**src/rtl/daq_pkg.sv**
```systemverilog
// Shared constants, frame geometry and FSM state type for the DAQ byte-stream depacketizer.
package daq_pkg;

  localparam int NUM_CHIPS     = 8;
  localparam int NUM_CHAN      = 8;
  localparam int CHIP_W        = $clog2(NUM_CHIPS);
  localparam int CHAN_W        = $clog2(NUM_CHAN);
  localparam int FRAME_SAMPLES = NUM_CHIPS * NUM_CHAN;

  localparam logic [7:0] SYNC0 = 8'hAA;
  localparam logic [7:0] SYNC1 = 8'h55;

  typedef enum logic [2:0] {
    ST_HUNT,
    ST_SYNC1,
    ST_SEQ,
    ST_DATA_HI,
    ST_DATA_LO,
    ST_EXPECT_SYNC
  } daq_state_e;

  function automatic logic [15:0] sat_inc(input logic [15:0] value);
    return (value == 16'hFFFF) ? value : value + 16'd1;
  endfunction

endpackage

```
**src/rtl/daq_sample_skid.sv**
```systemverilog
// One-byte hold register plus sample output register with valid/ready handshake.
// Decides which byte (held or fresh from the FIFO) the FSM processes each cycle.
module daq_sample_skid
  import daq_pkg::*;
(
  input  logic              clk,
  input  logic              rst_n,
  input  logic              byte_valid,
  input  logic [7:0]        byte_data,
  input  logic              lo_state,
  input  logic [7:0]        msb,
  input  logic [CHIP_W-1:0] chip,
  input  logic [CHAN_W-1:0] chan,
  input  logic              last,
  input  logic              ready,
  output logic              proc_valid,
  output logic [7:0]        proc_byte,
  output logic              hold_v,
  output logic              stalled,
  output logic              last_accept,
  output logic [15:0]       sample,
  output logic [CHIP_W-1:0] sample_chip,
  output logic [CHAN_W-1:0] sample_chan,
  output logic              sample_valid,
  output logic              frame_start,
  output logic              frame_done
);

  logic [7:0] hold_byte;
  logic       start_q;
  logic       last_q;
  logic       accept;
  logic       capture;
  logic       load;

  // A low byte that cannot reach a blocked output is parked; everything else flows to the FSM.
  assign stalled     = sample_valid & ~ready;
  assign accept      = sample_valid & ready;
  assign capture     = byte_valid & lo_state & stalled;
  assign proc_valid  = (hold_v & ~stalled) | (byte_valid & ~capture);
  assign proc_byte   = hold_v ? hold_byte : byte_data;
  assign load        = proc_valid & lo_state;
  assign last_accept = accept & last_q;
  assign frame_start = start_q & sample_valid;

  always_ff @(posedge clk) begin
    if (!rst_n) begin
      hold_v       <= 1'b0;
      hold_byte    <= 8'h00;
      sample       <= 16'h0000;
      sample_chip  <= '0;
      sample_chan  <= '0;
      sample_valid <= 1'b0;
      start_q      <= 1'b0;
      last_q       <= 1'b0;
      frame_done   <= 1'b0;
    end else begin
      if (capture) begin
        hold_v    <= 1'b1;
        hold_byte <= byte_data;
      end else if (hold_v && !stalled) begin
        hold_v <= 1'b0;
      end
      frame_done <= last_accept;
      if (load) begin
        sample       <= {msb, proc_byte};
        sample_chip  <= chip;
        sample_chan  <= chan;
        start_q      <= (chip == '0) && (chan == '0);
        last_q       <= last;
        sample_valid <= 1'b1;
      end else if (accept) begin
        sample_valid <= 1'b0;
      end
    end
  end

endmodule

```
**src/rtl/daq_depacketizer.sv**
```systemverilog
// Consumes the packetizer byte FIFO, locks onto frame sync, checks sequence numbers
// and emits 16-bit samples tagged with chip and channel index.
module daq_depacketizer
  import daq_pkg::*;
(
  input  logic              clk_i,
  input  logic              reset_i,
  input  logic              fifo_empty_i,
  output logic              fifo_req_o,
  input  logic [7:0]        fifo_data_i,
  output logic [15:0]       sample_o,
  output logic [CHIP_W-1:0] chip_o,
  output logic [CHAN_W-1:0] chan_o,
  output logic              sample_valid_o,
  input  logic              sample_ready_i,
  output logic              frame_start_o,
  output logic              frame_done_o,
  output logic [7:0]        seq_o,
  output logic              locked_o,
  output logic [15:0]       sync_err_cnt_o,
  output logic [15:0]       seq_err_cnt_o
);

  daq_state_e        state;
  daq_state_e        next_state;
  logic              rd_pend;
  logic              proc_valid;
  logic [7:0]        proc_byte;
  logic              hold_v;
  logic              stalled;
  logic              last_accept;
  logic [7:0]        msb_q;
  logic [CHIP_W-1:0] chip_cnt;
  logic [CHAN_W-1:0] chan_cnt;
  logic              last_sample;
  logic              prev_valid;
  logic              sync_err_inc;
  logic              drop_lock;
  logic              seq_gap;

  assign fifo_req_o  = reset_i & ~fifo_empty_i & ~hold_v & ~stalled;
  assign last_sample = (chip_cnt == CHIP_W'(NUM_CHIPS - 1)) && (chan_cnt == CHAN_W'(NUM_CHAN - 1));

  daq_sample_skid u_skid (
    .clk          (clk_i),
    .rst_n        (reset_i),
    .byte_valid   (rd_pend),
    .byte_data    (fifo_data_i),
    .lo_state     (state == ST_DATA_LO),
    .msb          (msb_q),
    .chip         (chip_cnt),
    .chan         (chan_cnt),
    .last         (last_sample),
    .ready        (sample_ready_i),
    .proc_valid   (proc_valid),
    .proc_byte    (proc_byte),
    .hold_v       (hold_v),
    .stalled      (stalled),
    .last_accept  (last_accept),
    .sample       (sample_o),
    .sample_chip  (chip_o),
    .sample_chan  (chan_o),
    .sample_valid (sample_valid_o),
    .frame_start  (frame_start_o),
    .frame_done   (frame_done_o)
  );

  always_ff @(posedge clk_i) begin
    if (!reset_i) state <= ST_HUNT;
    else          state <= next_state;
  end

  // One transition per processed byte; a repeated SYNC0 while waiting for SYNC1 keeps the lock attempt.
  always_comb begin
    next_state   = state;
    sync_err_inc = 1'b0;
    drop_lock    = 1'b0;
    seq_gap      = 1'b0;
    if (proc_valid) begin
      unique case (state)
        ST_HUNT: begin
          if (proc_byte == SYNC0) next_state = ST_SYNC1;
        end
        ST_SYNC1: begin
          if (proc_byte == SYNC1) begin
            next_state = ST_SEQ;
          end else if (proc_byte != SYNC0) begin
            next_state   = ST_HUNT;
            sync_err_inc = locked_o;
            drop_lock    = 1'b1;
          end
        end
        ST_SEQ: begin
          seq_gap    = prev_valid && (proc_byte != 8'(seq_o + 8'd1));
          next_state = ST_DATA_HI;
        end
        ST_DATA_HI: next_state = ST_DATA_LO;
        ST_DATA_LO: next_state = last_sample ? ST_EXPECT_SYNC : ST_DATA_HI;
        ST_EXPECT_SYNC: begin
          if (proc_byte == SYNC0) begin
            next_state = ST_SYNC1;
          end else begin
            next_state   = ST_HUNT;
            sync_err_inc = 1'b1;
            drop_lock    = 1'b1;
          end
        end
        default: next_state = ST_HUNT;
      endcase
    end
  end

  // Loss of lock wins over a simultaneous frame completion.
  always_ff @(posedge clk_i) begin
    if (!reset_i) begin
      rd_pend        <= 1'b0;
      msb_q          <= 8'h00;
      chip_cnt       <= '0;
      chan_cnt       <= '0;
      seq_o          <= 8'h00;
      prev_valid     <= 1'b0;
      locked_o       <= 1'b0;
      sync_err_cnt_o <= 16'h0000;
      seq_err_cnt_o  <= 16'h0000;
    end else begin
      rd_pend <= fifo_req_o;
      if (sync_err_inc) sync_err_cnt_o <= sat_inc(sync_err_cnt_o);
      if (seq_gap)      seq_err_cnt_o  <= sat_inc(seq_err_cnt_o);
      if (drop_lock) begin
        locked_o   <= 1'b0;
        prev_valid <= 1'b0;
      end else if (last_accept) begin
        locked_o <= 1'b1;
      end
      if (proc_valid) begin
        case (state)
          ST_SEQ: begin
            seq_o    <= proc_byte;
            chip_cnt <= '0;
            chan_cnt <= '0;
          end
          ST_DATA_HI: msb_q <= proc_byte;
          ST_DATA_LO: begin
            if (chan_cnt == CHAN_W'(NUM_CHAN - 1)) begin
              chan_cnt <= '0;
              chip_cnt <= chip_cnt + 1'b1;
            end else begin
              chan_cnt <= chan_cnt + 1'b1;
            end
            if (last_sample) prev_valid <= 1'b1;
          end
          default: ;
        endcase
      end
    end
  end

endmodule

```
**config.mk**
```make
export PLATFORM = sky130hd
export DESIGN_NAME = daq_depacketizer
export DESIGN_NICKNAME = d
export VERILOG_FILES = /design/src/rtl/daq_pkg.sv /design/src/rtl/daq_sample_skid.sv /design/src/rtl/daq_depacketizer.sv
export SDC_FILE = /design/constraint.sdc
export NUM_CORES = 1
export LEC_CHECK = 0
export ABC_CLOCK_PERIOD_IN_PS = 3900
export BUFFER_PORTS_ARGS = -buffer_cell sky130_fd_sc_hd__buf_2
export CAP_MARGIN = 0
export CORE_UTILIZATION = 55
export CTS_CLUSTER_SIZE = 16
export DETAILED_ROUTE_END_ITERATION = 12
export GPL_ROUTABILITY_DRIVEN = 0
export PLACE_DENSITY = 0.79
export SLEW_MARGIN = 20
export SYNTH_ARGS = -nofsm -noshare
export SYNTH_HDL_FRONTEND = slang
export SYNTH_SLANG_ARGS = --single-unit
```
**constraint.sdc**
```tcl
create_clock -name clk_i -period 3.9 [get_ports clk_i]
set_input_delay 0.39 -clock clk_i [delete_from_list [all_inputs] [get_ports clk_i]]
set_output_delay 0.39 -clock clk_i [all_outputs]
set_load 0.02 [all_outputs]
```
Yosys cells after proc, flatten, opt, wreduce, memory -nomap -nowiden
Cells that the tools add are included.
{"block": "classes", "add_sub_neg": 5, "n_mul": 0, "div": 0, "n_lt_le_gt_ge": 0, "n_eq_ne": 16, "shifts": 0, "mux": 30, "bitwise": 21, "reduce_logical": 19}
{"operator": "16-bit by 1-bit adder with 16-bit output, second input constant", "n": 2}
{"operator": "16-bit == test, second input constant", "n": 2}
{"operator": "1-bit 2-to-1 mux", "n": 18}
{"operator": "3-bit 2-to-1 mux", "n": 6}
{"operator": "3-bit one-hot mux with 6 select lines", "n": 1}
{"operator": "1-bit bitwise AND", "n": 12}
{"operator": "3-bit == test, second input constant", "n": 4}
{"operator": "3-bit one-hot mux with 2 select lines", "n": 2}
{"operator": "2-bit AND reduction", "n": 5}
{"operator": "3-bit logical NOT", "n": 3}
{"operator": "8-bit by 1-bit adder with 8-bit output, second input constant", "n": 1}
{"operator": "8-bit by 7-bit == test with 1-bit output, second input constant", "n": 1}
{"operator": "8-bit == test, second input constant", "n": 1}
{"operator": "8-bit 2-to-1 mux", "n": 1}
{"operator": "8-bit != test", "n": 1}
{"operator": "8-bit != test, second input constant", "n": 1}
{"operator": "1-bit inverter", "n": 8}
{"operator": "3-bit by 1-bit adder with 3-bit output, second input constant", "n": 2}
{"operator": "3-bit by 2-bit == test with 1-bit output, second input constant", "n": 2}
{"operator": "3-bit AND reduction", "n": 2}
{"operator": "2-bit nonzero test", "n": 3}
{"operator": "1-bit logical AND", "n": 4}
{"operator": "2-bit != test, second input constant", "n": 2}
{"operator": "1-bit one-hot mux with 2 select lines", "n": 2}
{"operator": "other kinds (5)", "n": 5}
{"block": "word_totals", "regBits": 95, "latchBits": 0, "ramBits": 0, "mem_bits_ro": 0, "in_bits": 12, "word_cells": 110, "n_memories": 0}

Logic depth before layout (Yosys ltp)
{"block": "logic_depth", "word_depth": 11, "mapped_depth": 10}

Hierarchy
From an unflattened synthesis, not the netlist that was laid out.
{"block": "unflattened", "hier_cells": 544, "hier_area_um2": 4594.4}
{"module": "daq_depacketizer", "n_inst": 1, "cells_each": 373, "area_each_um2": 3103.0}
{"module": "daq_sample_skid", "n_inst": 1, "cells_each": 171, "area_each_um2": 1491.4}

Least setup slack after synthesis
Ideal clock, no wire load.
{"block": "synth_timing", "path_kind": "register to register", "from": "register seq_o[1]", "to": "register seq_err_cnt_o[11]", "setup_time_ns": 0.072, "arrival_time_ns": 2.434, "slack_ns": 1.394, "stages_incl_launch_ff": 11, "cell_sequence": "dfxtp_1 > ha_1 > clkbuf_1 > a21oi_1 > nor2b_1 > nor3_1 > o31a_1 > o2111a_1 > buf_6 > nor4_1 > mux2i_1"}
{"block": "synth_via", "elab_chain_len": 6}
{"item": "from (decl)", "line_no": "daq_depacketizer.sv:18", "rtl": "output logic [7:0] seq_o,"}
{"item": "from (signal assigned)", "line_no": "daq_depacketizer.sv:138", "rtl": "seq_o <= proc_byte;"}
{"item": "8-bit by 1-bit adder with 8-bit output", "line_no": "daq_depacketizer.sv:94", "rtl": "seq_gap = prev_valid && (proc_byte != 8'(seq_o + 8'd1));"}
{"item": "8-bit != test", "line_no": "daq_depacketizer.sv:94"}
{"item": "1-bit logical AND", "line_no": "daq_depacketizer.sv:94"}
{"item": "1-bit 2-to-1 mux", "line_no": "daq_depacketizer.sv:80", "rtl": "unique case (state)"}
{"item": "1-bit 2-to-1 mux", "line_no": "daq_depacketizer.sv:79", "rtl": "if (proc_valid) begin"}
{"item": "2-bit AND reduction (no line)"}
{"item": "to (signal assigned)", "line_no": "daq_depacketizer.sv:128", "rtl": "if (seq_gap) seq_err_cnt_o <= sat_inc(seq_err_cnt_o);"}
{"item": "to (decl)", "line_no": "daq_depacketizer.sv:21", "rtl": "output logic [15:0] seq_err_cnt_o"}
No other way between the ends.
A chain may end at the register's enable or synchronous reset.

Worst setup path after layout
{"block": "layout_timing", "from": "register u_skid.hold_v", "to": "register seq_err_cnt_o[6]"}
{"block": "layout_via", "elab_chain_len": 6, "word_cells_on_any_way": 8}
{"item": "from (decl)", "line_no": "daq_sample_skid.sv:18", "rtl": "output logic hold_v,"}
{"item": "from (signal assigned)", "line_no": "daq_sample_skid.sv:48", "rtl": "hold_v <= 1'b0;"}
{"item": "from (signal assigned)", "line_no": "daq_sample_skid.sv:59", "rtl": "hold_v <= 1'b1;"}
{"item": "from (signal assigned)", "line_no": "daq_sample_skid.sv:62", "rtl": "hold_v <= 1'b0;"}
{"item": "8-bit 2-to-1 mux", "line_no": "daq_sample_skid.sv:41", "rtl": "assign proc_byte = hold_v ? hold_byte : byte_data;"}
{"item": "8-bit != test", "line_no": "daq_depacketizer.sv:94"}
{"item": "1-bit logical AND", "line_no": "daq_depacketizer.sv:94"}
{"item": "1-bit 2-to-1 mux", "line_no": "daq_depacketizer.sv:80"}
{"item": "1-bit 2-to-1 mux (*)", "line_no": "daq_depacketizer.sv:79"}
{"item": "2-bit AND reduction (no line) (*)"}
Every way passes the cells marked *; elsewhere a longest branch is shown, timed or not.

==> reports/qor.yml <==
finalSetupTns_ps: 0
status: "finished clean"
pin_count: 79
synth_top_family_by_area: "simple AND/OR/NAND/NOR gates"
finalNetCount: 602
root_buffer: "clkbuf_8"
ctsHoldBuffers: 0
grt_pass1_wl_um: 16380
met3_length_um: 444
crit_family: "compound AO/OA/AOI/OAI gates"
synth_simple_gate_area_frac: 0.2633
antenna_found_initial: 0
wl_met1_um: 4609
h-tree-depth: 3
cellPowerDensity_nw_per_um2: 328.2
maxCapViolCount: 0
synth_compound_area_frac: 0.1248
grt_util_all_layers: 0.2410
place_area_sq_um: 4886
synth-adder-area-share: 0.02540
first_iter_violations: 172
crit_slowest_cell: "dfxtp_1"
drcViolationCount: 0
ys_ff_latch: 95
detail-route-antenna-nets: 0
worstPathCellList: "mux2i_2, nor3_1, and3_1, o31a_1, o2111a_1, or4_1, a21oi_1"
die-height_um: 91.78
synth.distinct_cells: 48
cts-buffers-inserted: 9
criticalPathCategory: "flip-flop to flip-flop"
yosys_warnings: 0
clkTransAtPathRegs_ps: 90
path_max_fanout: 22
min_period_over_period: 0.8349
wl_per_cell_um: 14.23
worstReg2RegStart: "u_skid.hold_v"
leakage_uw: 0.002013
cp.depth: 7
fin_crit_ps: 3256
critPathLaunchType: "flip-flop"
design_area_sq_um: 5071
io_buffers: 78
reg2regPathDepth: 7
fin_worst_skew_ps: 13.59
hp-class: "primary input to flip-flop"
ys_seq_area_frac: 0.4290
grt_overflow: 0
avgSynthCellArea_sq_um: 8.641
finalSetupViolCount: 0
first_global_vias: 3578
synth_xor_area_frac: 0.05306
rsz0062_at_grt: "false"
fmax_ghz: 0.3071
relSlewSlack: 0.3990
initial_core_util: 0.5707
endpoint_kind: "flip-flop"
syn_inst: 513
holdCritStartpoint: "fifo_empty_i"
synth.area.mux_share: 0.07226
dr.max_layer_used: "met4"
dieArea_sq_um: 8423
ctsResizeCount: 0
insertion_delay_ps: 350
dp_hpwl_um: 6929
rows: 32
grt_max_degree: 79
synth_nets: 534
syn_area_sq_um: 4433
worst_slew_pin_slew_ps: 888.9
worst-path-buf-inv: 0
hold_depth: 2
report.final.slew_viol_count: 0
n_antenna_cell: 0
area_growth_pct: 14.39
dr_wl_met2_um: 4575
cts_tree: "done"
die_w_um: 91.78
fin_util: 0.6529
critPathLaunch: "u_skid.hold_v"
routed_wl_um: 9776
hold_viol_final: 0
ir_drop_uv: 160.7
first_pass_iters: 5
critPathRequiredTime_ps: 4180
power_uw: 1664
post_cts_buffers: 0
slowest_delay_ps: 850
core_area_sq_um: 7767
cts.sinks: 95
viasPerCell: 5.616
crit_arrival_ps: 3540
dr_total_vias: 3858
drive_gt1_frac: 0.1880
clk_path_buf_depth: 2
## cells in the final DEF, fill, tap and decap left out, drive strengths merged, types with 3 or more instances in the layout
master and n:
a211oi 24, a21oi 39, and2 5, and3 9, and4 4, buf 84
clkbuf 9, clkinv 3, dfxtp 95, ha 9, inv 7, mux2i 30
nand2 62, nand2b 13, nand3 17, nand4 17, nor2 59, nor2b 4
nor3 12, nor4 8, nor4bb 7, o21ai 9, or3 6, xnor2 13
xor2 13
## worst register-to-register path: stages (launching register included)
cell and delay (ps):
dfxtp_1 850, mux2i_2 510, nor3_1 90, and3_1 200
o31a_1 270, o2111a_1 490, or4_1 610, a21oi_1 160
## metrics by stage
step | instances | worst slack (ps) | hold slack (ps)
global placement | 672 | 814.3 | 435.1
CTS | 687 | 644.5 | 209.6
finish | 687 | 644.0 | 220.7
detailed placement | 672 | 680.6 | 444.3
floorplan | 513 | 1394 | 423.7
global route | 687 | 463.6 | 214.4
## flip-flops by register name, indices dropped and copies added (netlist names), 3 cells and up
name and count:
u_skid.sample_chip 3, msb_q 8, state 3, sync_err_cnt_o 16
seq_o 8, u_skid.hold_byte 8, chan_cnt 3, u_skid.sample_chan 3
chip_cnt 3, u_skid.sample 16, seq_err_cnt_o 16
## cells by family after synthesis
kind of cell               count (synthesis)
AOI/OAI and AO/OA                         88
and+or+nand+nor                          232
xor gates and xnor gates                  26
muxes                                     30
DFF                                       95
buffers and inverters                     33
adders and majority gates                  9
## per-layer routing
metal  global-route usage  up-vias
li1                     -     1965
met1               0.3093     1774
met2               0.4048      105
met3              0.04395       14
met4              0.08854        0
met5                    0        -
## Yosys cell counts, drive strengths merged
cell    instances  share of area
nand4b          1         0.0020
nand4          17          0.024
nor2           59          0.050
or2             1         0.0014
nor4bb          7          0.016
or3             6         0.0085
nand2          62          0.052
nor3           12          0.015
a21bo           1         0.0023
nor2b           4         0.0056
o21a            2         0.0034
inv             6         0.0051
o31ai           2         0.0034
nand2b         13          0.018
o21ba           1         0.0023
o22ai           1         0.0014
a31oi           2         0.0028
mux2i          30          0.072
o2111a          1         0.0025
and3            9          0.013
and4            4         0.0079
nand3b          2         0.0034
o211ai          1         0.0017
nor4b           2         0.0040
clkbuf         24          0.020
nand3          17          0.019
dfxtp          95           0.43
buf             3         0.0068
nor3b           2         0.0034
xor2           13          0.026
o211a           1         0.0023
o21ai           9          0.010
a221oi          2         0.0040
and2            5         0.0071
or4             1         0.0017
xnor2          13          0.027
nor4            8          0.011
a21oi          39          0.044
ha              9          0.025
o31a            2         0.0040
a211oi         24          0.041
## power breakdown
group	leakage [uW]	internal [uW]	total [uW]	switching [uW]
Clock	0.0000953	292	623	331
Combinational	0.00115	22.2	66.7	44.5
Sequential	0.000765	971	974	3.37
Total	0.00201	1290	1660	379
## layout make-up
class	count	area (sq um)
fillers	685	2696
multi-input cells	385	2399
flip-flops and latches	95	1902
repair buffers	84	435.4
well taps	102	127.6
clock buffers	9	123.9
clock inverters	6	61.31
inverters	6	22.52
## path summary, 6_finish.rpt
kind	to	slack (ps)
max	seq_err_cnt_o[6]	640
min	rd_pend	220
max reg2reg	seq_err_cnt_o[6]	640
min reg2reg	u_skid.start_q	460
Power figures use the tool's default switching activity.
